<file path="src/rtl/mux_cl_seq_if.sv">
// Bus bundle for the mux_cl_seq channel selector: parallel channel inputs,
// transfer control and the valid/ready output port.
interface mux_cl_seq_if #(
    parameter int NCH  = 8,
    parameter int W    = 1,
    parameter int SELW = 3
);
    logic [NCH*W-1:0] din;
    logic             req;
    logic             mode;
    logic [SELW-1:0]  sel;
    logic             abort;
    logic             out_ready;
    logic             out_valid;
    logic [W-1:0]     dout;
    logic [SELW-1:0]  dout_ch;
    logic             busy;
    logic             scan_done;

    modport slave (
        input  din, req, mode, sel, abort, out_ready,
        output out_valid, dout, dout_ch, busy, scan_done
    );

    modport master (
        output din, req, mode, sel, abort, out_ready,
        input  out_valid, dout, dout_ch, busy, scan_done
    );
endinterface

</file>
<file path="src/rtl/mux_cl_seq.sv">
// Registered N:1 channel selector: serves one addressed channel (direct) or
// all channels in order (scan) on a valid/ready port held under back-pressure.
module mux_cl_seq #(
    parameter int NCH  = 8,
    parameter int W    = 1,
    parameter int SELW = 3
) (
    input  logic        clk,
    input  logic        rst_n,
    mux_cl_seq_if.slave bus
);
    typedef enum logic {
        S_IDLE = 1'b0,
        S_SHOW = 1'b1
    } state_t;

    localparam logic [SELW-1:0] LAST_CH = SELW'(NCH - 1);

    // Indices at or beyond NCH (non power-of-two NCH) select an all-zero word.
    function automatic logic [W-1:0] pick_ch(input logic [NCH*W-1:0] data,
                                             input logic [SELW-1:0]  idx);
        logic [W-1:0] res;
        res = '0;
        for (int k = 0; k < NCH; k++) begin
            if (idx == SELW'(k)) begin
                res = data[k*W +: W];
            end
        end
        return res;
    endfunction

    state_t          r_state;
    state_t          w_state_nxt;

    logic            r_m;
    logic [SELW-1:0] r_ch_p1;
    logic [W-1:0]    r_dout_p1;
    logic            r_vld_p1;
    logic            r_done_p1;

    logic            w_start;
    logic            w_abort;
    logic            w_accept;
    logic            w_adv;
    logic [SELW-1:0] w_start_ch;
    logic [SELW-1:0] w_next_ch;

    always_ff @(posedge clk or negedge rst_n) begin
        if (!rst_n) begin
            r_state <= S_IDLE;
        end else begin
            r_state <= w_state_nxt;
        end
    end

    always_comb begin
        w_state_nxt = r_state;
        case (r_state)
            S_IDLE: begin
                if (bus.req) begin
                    w_state_nxt = S_SHOW;
                end
            end
            S_SHOW: begin
                if (bus.abort) begin
                    w_state_nxt = S_IDLE;
                end else if (bus.out_ready && (!r_m || (r_ch_p1 == LAST_CH))) begin
                    w_state_nxt = S_IDLE;
                end
            end
            default: w_state_nxt = S_IDLE;
        endcase
    end

    // Control strobes; abort wins over out_ready, last scan word ends the transfer.
    always_comb begin
        w_start    = 1'b0;
        w_abort    = 1'b0;
        w_accept   = 1'b0;
        w_adv      = 1'b0;
        w_start_ch = bus.mode ? '0 : bus.sel;
        w_next_ch  = r_ch_p1 + SELW'(1);
        case (r_state)
            S_IDLE: begin
                w_start = bus.req;
            end
            S_SHOW: begin
                w_abort  = bus.abort;
                w_accept = !bus.abort && bus.out_ready;
                w_adv    = w_accept && r_m && (r_ch_p1 != LAST_CH);
            end
            default: begin
                w_start = 1'b0;
            end
        endcase
    end

    // p1: registered output word, channel index, valid and completion pulse
    always_ff @(posedge clk or negedge rst_n) begin
        if (!rst_n) begin
            r_m       <= 1'b0;
            r_ch_p1   <= '0;
            r_dout_p1 <= '0;
            r_vld_p1  <= 1'b0;
            r_done_p1 <= 1'b0;
        end else begin
            r_done_p1 <= 1'b0;
            if (w_start) begin
                r_m       <= bus.mode;
                r_ch_p1   <= w_start_ch;
                r_dout_p1 <= pick_ch(bus.din, w_start_ch);
                r_vld_p1  <= 1'b1;
            end else if (w_abort) begin
                r_vld_p1  <= 1'b0;
            end else if (w_adv) begin
                r_ch_p1   <= w_next_ch;
                r_dout_p1 <= pick_ch(bus.din, w_next_ch);
            end else if (w_accept) begin
                r_vld_p1  <= 1'b0;
                r_done_p1 <= r_m;
            end
        end
    end

    assign bus.out_valid = r_vld_p1;
    assign bus.dout      = r_dout_p1;
    assign bus.dout_ch   = r_ch_p1;
    assign bus.scan_done = r_done_p1;
    assign bus.busy      = (r_state == S_SHOW);
endmodule

</file>
<file path="src/flat_wrapper.sv">
// flat-port wrapper written by rule: the top's interface ports become plain ports
module mux_cl_seq_flat 
#(
    parameter int NCH  = 8,
    parameter int W    = 1,
    parameter int SELW = 3
)
  (clk, rst_n, bus_din, bus_req, bus_mode, bus_sel, bus_abort, bus_out_ready, bus_out_valid, bus_dout, bus_dout_ch, bus_busy, bus_scan_done);
  mux_cl_seq_if #(.NCH(NCH), .W(W), .SELW(SELW)) bus_i ();
  input  logic clk;
  input  logic rst_n;
  input wire logic [$bits(bus_i.din)-1:0] bus_din;
  input wire logic [$bits(bus_i.req)-1:0] bus_req;
  input wire logic [$bits(bus_i.mode)-1:0] bus_mode;
  input wire logic [$bits(bus_i.sel)-1:0] bus_sel;
  input wire logic [$bits(bus_i.abort)-1:0] bus_abort;
  input wire logic [$bits(bus_i.out_ready)-1:0] bus_out_ready;
  output wire logic [$bits(bus_i.out_valid)-1:0] bus_out_valid;
  output wire logic [$bits(bus_i.dout)-1:0] bus_dout;
  output wire logic [$bits(bus_i.dout_ch)-1:0] bus_dout_ch;
  output wire logic [$bits(bus_i.busy)-1:0] bus_busy;
  output wire logic [$bits(bus_i.scan_done)-1:0] bus_scan_done;
  assign bus_i.din = bus_din;
  assign bus_i.req = bus_req;
  assign bus_i.mode = bus_mode;
  assign bus_i.sel = bus_sel;
  assign bus_i.abort = bus_abort;
  assign bus_i.out_ready = bus_out_ready;
  assign bus_out_valid = bus_i.out_valid;
  assign bus_dout = bus_i.dout;
  assign bus_dout_ch = bus_i.dout_ch;
  assign bus_busy = bus_i.busy;
  assign bus_scan_done = bus_i.scan_done;
  mux_cl_seq #(.NCH(NCH), .W(W), .SELW(SELW)) u_core (.clk(clk), .rst_n(rst_n), .bus(bus_i));
endmodule
</file>
<file path="config.mk">
export PLATFORM = sky130hd
export DESIGN_NAME = mux_cl_seq_flat
export DESIGN_NICKNAME = d
export VERILOG_FILES = /design/src/rtl/mux_cl_seq_if.sv /design/src/rtl/mux_cl_seq.sv /design/src/flat_wrapper.sv
export SDC_FILE = /design/constraint.sdc
export NUM_CORES = 1
export LEC_CHECK = 0
export ABC_AREA = 1
export ABC_CLOCK_PERIOD_IN_PS = 3350
export BUFFER_PORTS_ARGS = -buffer_cell sky130_fd_sc_hd__buf_2
export CAP_MARGIN = 20
export CORE_UTILIZATION = 35
export DETAILED_ROUTE_END_ITERATION = 10
export PLACE_DENSITY = 0.64
export SLEW_MARGIN = 20
export SYNTH_ARGS = -nofsm -noshare
export SYNTH_HDL_FRONTEND = slang
export SYNTH_SLANG_ARGS = --single-unit
</file>
<file path="constraint.sdc">
create_clock -name clk -period 3.35 [get_ports clk]
set_input_delay 0.67 -clock clk [delete_from_list [all_inputs] [get_ports clk]]
set_output_delay 0.67 -clock clk [all_outputs]
set_load 0.02 [all_outputs]
</file>
==> impl_metrics.csv <==
group,metric,value,unit
timing,slew_headroom,75.3,%
grt,antenna_found_initial,0,
finish,layout_common_cells,"nand2_1, buf_2, inv_1, nand3_1, dfrtp_1",
clock_tree,clk_pin_slew_worst_paths,0.05,ns
setup_path,cp.required,3.49,ns
logic_synthesis,ys.warnings.count,0,
clock_tree,clockBufferDepth,2,
logic_synthesis,synth_area,657,um2
place,place_hpwl,1170,um
timing,fin_tns_setup,0,ns
timing,worst_pin_slew,0.370,ns
routing,wirelength,1360,um
floorplan,dieArea,2050,um2
power,pwr_density_cell,556,nW/um2
power,p_sw,202,uW
clock_tree,cts_tree,"done",
power,p_sw_share,44.5,%
floorplan,ios,24,
floorplan,core,1750,um2
logic_synthesis,synth_compound_area_share,13.1,%
finish,n_antenna_cell,0,
logic_synthesis,synth_seq_area_share,30.5,%
finish,layout.nets,146,
place,place_ws,1.64,ns
timing,period_share,51.1,%
clock_tree,cts.htree.levels,1,
setup_path,cp_max_fo,6,
timing,layout_min_cycle_time,1.71,ns
power,power_frac_comb,52.7,%
routing,detail_route.wl_per_cell,9.32,um
grt,grt_pass1_vias,593,
clock_tree,cts_resized,0,
floorplan,start_util,37.6,%
clock_tree,clock-sinks,8,
logic_synthesis,synth_cells,96,
floorplan,die_h,45.3,um
timing,timing.final.ws_setup,1.64,ns
logic_synthesis,syn_nets,119,
routing,drt_drc_violations_left,0,
logic_synthesis,synth_xor_area_share,0,%
logic_synthesis,synth_area_leaders,"dfrtp_1, nand2_1, ha_1",
clock_tree,root_buffer,"clkbuf_4",
logic_synthesis,syn_avg_cell_area,6.84,um2
power,seqPwrFrac,31.8,%
setup_path,path_class,"flip-flop to flip-flop",
logic_synthesis,ys_seq_elements,8,
grt,grt_pass1_wl,2390,um
power,clock_power_share,15.5,%
routing,avgViaCountPerCell,4.53,
finish,drive_above_1_share,26.4,%
clock_tree,cts_made_buffers,3,
run,cap_violations,0,
floorplan,fp-row-count,15,
finish,final_common_cell,"nand2_1",
setup_path,r2r_slack,1.64,ns
status,status,"completed",
grt,overflow,0,
min_path,min_path_type,"input port to asynchronous set/reset pin",
setup_path,arrival,1.85,ns
power,power.internal,253,uW
grt,grt_use_total,16.3,%
logic_synthesis,netlist.area_leader.share,30.5,%
timing,hold_violations,0,
logic_synthesis,synth_mux_area_share,0,%
timing,setup_viol,0,
timing,slew_violations,0,
setup_path,end_kind,"flip-flop",
clock_tree,clk_latency,0.25,ns
routing,ant_nets,0,
clock_tree,cts_hold_buffers,0,
logic_synthesis,synthAdderAreaFrac,11.4,%
power,ir_drop,0.316,mV
timing,max_clock_freq,0.585,GHz
finish,area_growth,24.6,%
routing,firstDrtPassIters,4,
timing,rsz0062_at_grt,"false",
setup_path,cp-start-kind,"flip-flop",
logic_synthesis,synth_top_area_cell,"dfrtp_1",
clock_tree,post_cts_buffers,0,
logic_synthesis,synth-simple-area-share,33.5,%
floorplan,die_x,45.3,um
finish,post-route-util,46.9,%
power,p_leak,0.472,nW
grt,grt_max_degree,12,
timing,skew,0.00146,ns
logic_synthesis,synth_top_family_by_area,"simple AND/OR/NAND/NOR gates",
place,portBuffers,23,
logic_synthesis,ys_types,20,
routing,first_iter_violations,6,
place,place_congestion,0.764,
routing,vias,661,
## Yosys cell counts
cell and n:
ha_1 6, nand2_1 28, o21ai_0 4, a21oi_1 3, nor2_2 2, nand3_1 9, or2_1 2, inv_2 1
nor2_4 1, o21ai_1 1, nor2_1 6, inv_1 17, o21ai_4 1, dfrtp_1 8, o211ai_1 2, nand2_2 1
buf_4 1, nor3_1 1, o221ai_1 1, a31oi_1 1
## power by group through the flow
stage	combinational [mW]	sequential, mW	clock, mW
floorplan	0.144	0.174	0
finish	0.240	0.145	0.0704
global placement	0.239	0.147	0
global route	0.274	0.149	0.0795
detailed placement	0.242	0.147	0
CTS	0.243	0.146	0.0737
## flip-flops by register name, indices dropped and copies added (netlist names)
signal	count
u_core.bus.scan_done	1
u_core.bus.busy	1
u_core.bus.dout	1
u_core.bus.out_valid	1
u_core.bus.dout_ch	3
u_core.r_m	1
## metal layers
layer	global-route usage [%]	vias to the layer above	wire [um]
li1	-	354	-
met1	21.5	299	652
met2	25.5	8	656
met3	6.00	0	51
met4	3.64	0	0
met5	0	-	0
## cells by family (layout without fill, tap and decap cells)
group / after synthesis / in the layout
AND/OR/NAND/NOR: 50 / 50
adder cells (fa/ha/maj): 6 / 6
buffers and inverters: 19 / 44
flip-flops: 8 / 8
AO/OA/AOI/OAI: 13 / 13
## final timing paths
path	endpoint	cells past startpoint	startpoint
worst max-delay path	u_core.bus.dout$_DFFE_PN0P_	9	u_core.bus.dout_ch[0]$_DFFE_PN0P_
worst min-delay path	u_core.bus.dout_ch[1]$_DFFE_PN0P_	1	rst_n
worst max register to register	u_core.bus.dout$_DFFE_PN0P_	9	u_core.bus.dout_ch[0]$_DFFE_PN0P_
worst min register to register	u_core.bus.out_valid$_DFFE_PN0P_	2	u_core.bus.out_valid$_DFFE_PN0P_
max in group asynchronous	u_core.bus.dout$_DFFE_PN0P_	1	rst_n
min in group clk	u_core.bus.out_valid$_DFFE_PN0P_	2	u_core.bus.out_valid$_DFFE_PN0P_
## critical path: stages (launching register included)
cell	delay, ns
dfrtp_1	0.42
ha_1	0.22
ha_1	0.35
or2_1	0.25
o211ai_1	0.08
nand2_1	0.07
nand2_1	0.05
nand2_1	0.05
nand2_1	0.07
nor2_2	0.03
## metrics by stage
| stage | std cells | hold WS (ns) | total power [mW] | cell area [um2] |
|---|---|---|---|---|
| finish | 146 | 0.254 | 0.455 | 818 |
| global route | 146 | 0.262 | 0.502 | 818 |
| CTS | 146 | 0.255 | 0.462 | 818 |
| detailed placement | 143 | 0.494 | 0.389 | 796 |
| global placement | 143 | 0.489 | 0.386 | 796 |
| floorplan | 96 | 0.374 | 0.318 | 657 |
## final cells by class
cell class,count,area (um2)
fill,183,927
tap,25,31.3
multi-input combinational,69,382
timing repair buffer,23,115
clock buffer,3,22.5
inverter,18,67.6
sequential,8,200
Note: power is estimated with default switching activity, not from simulation.
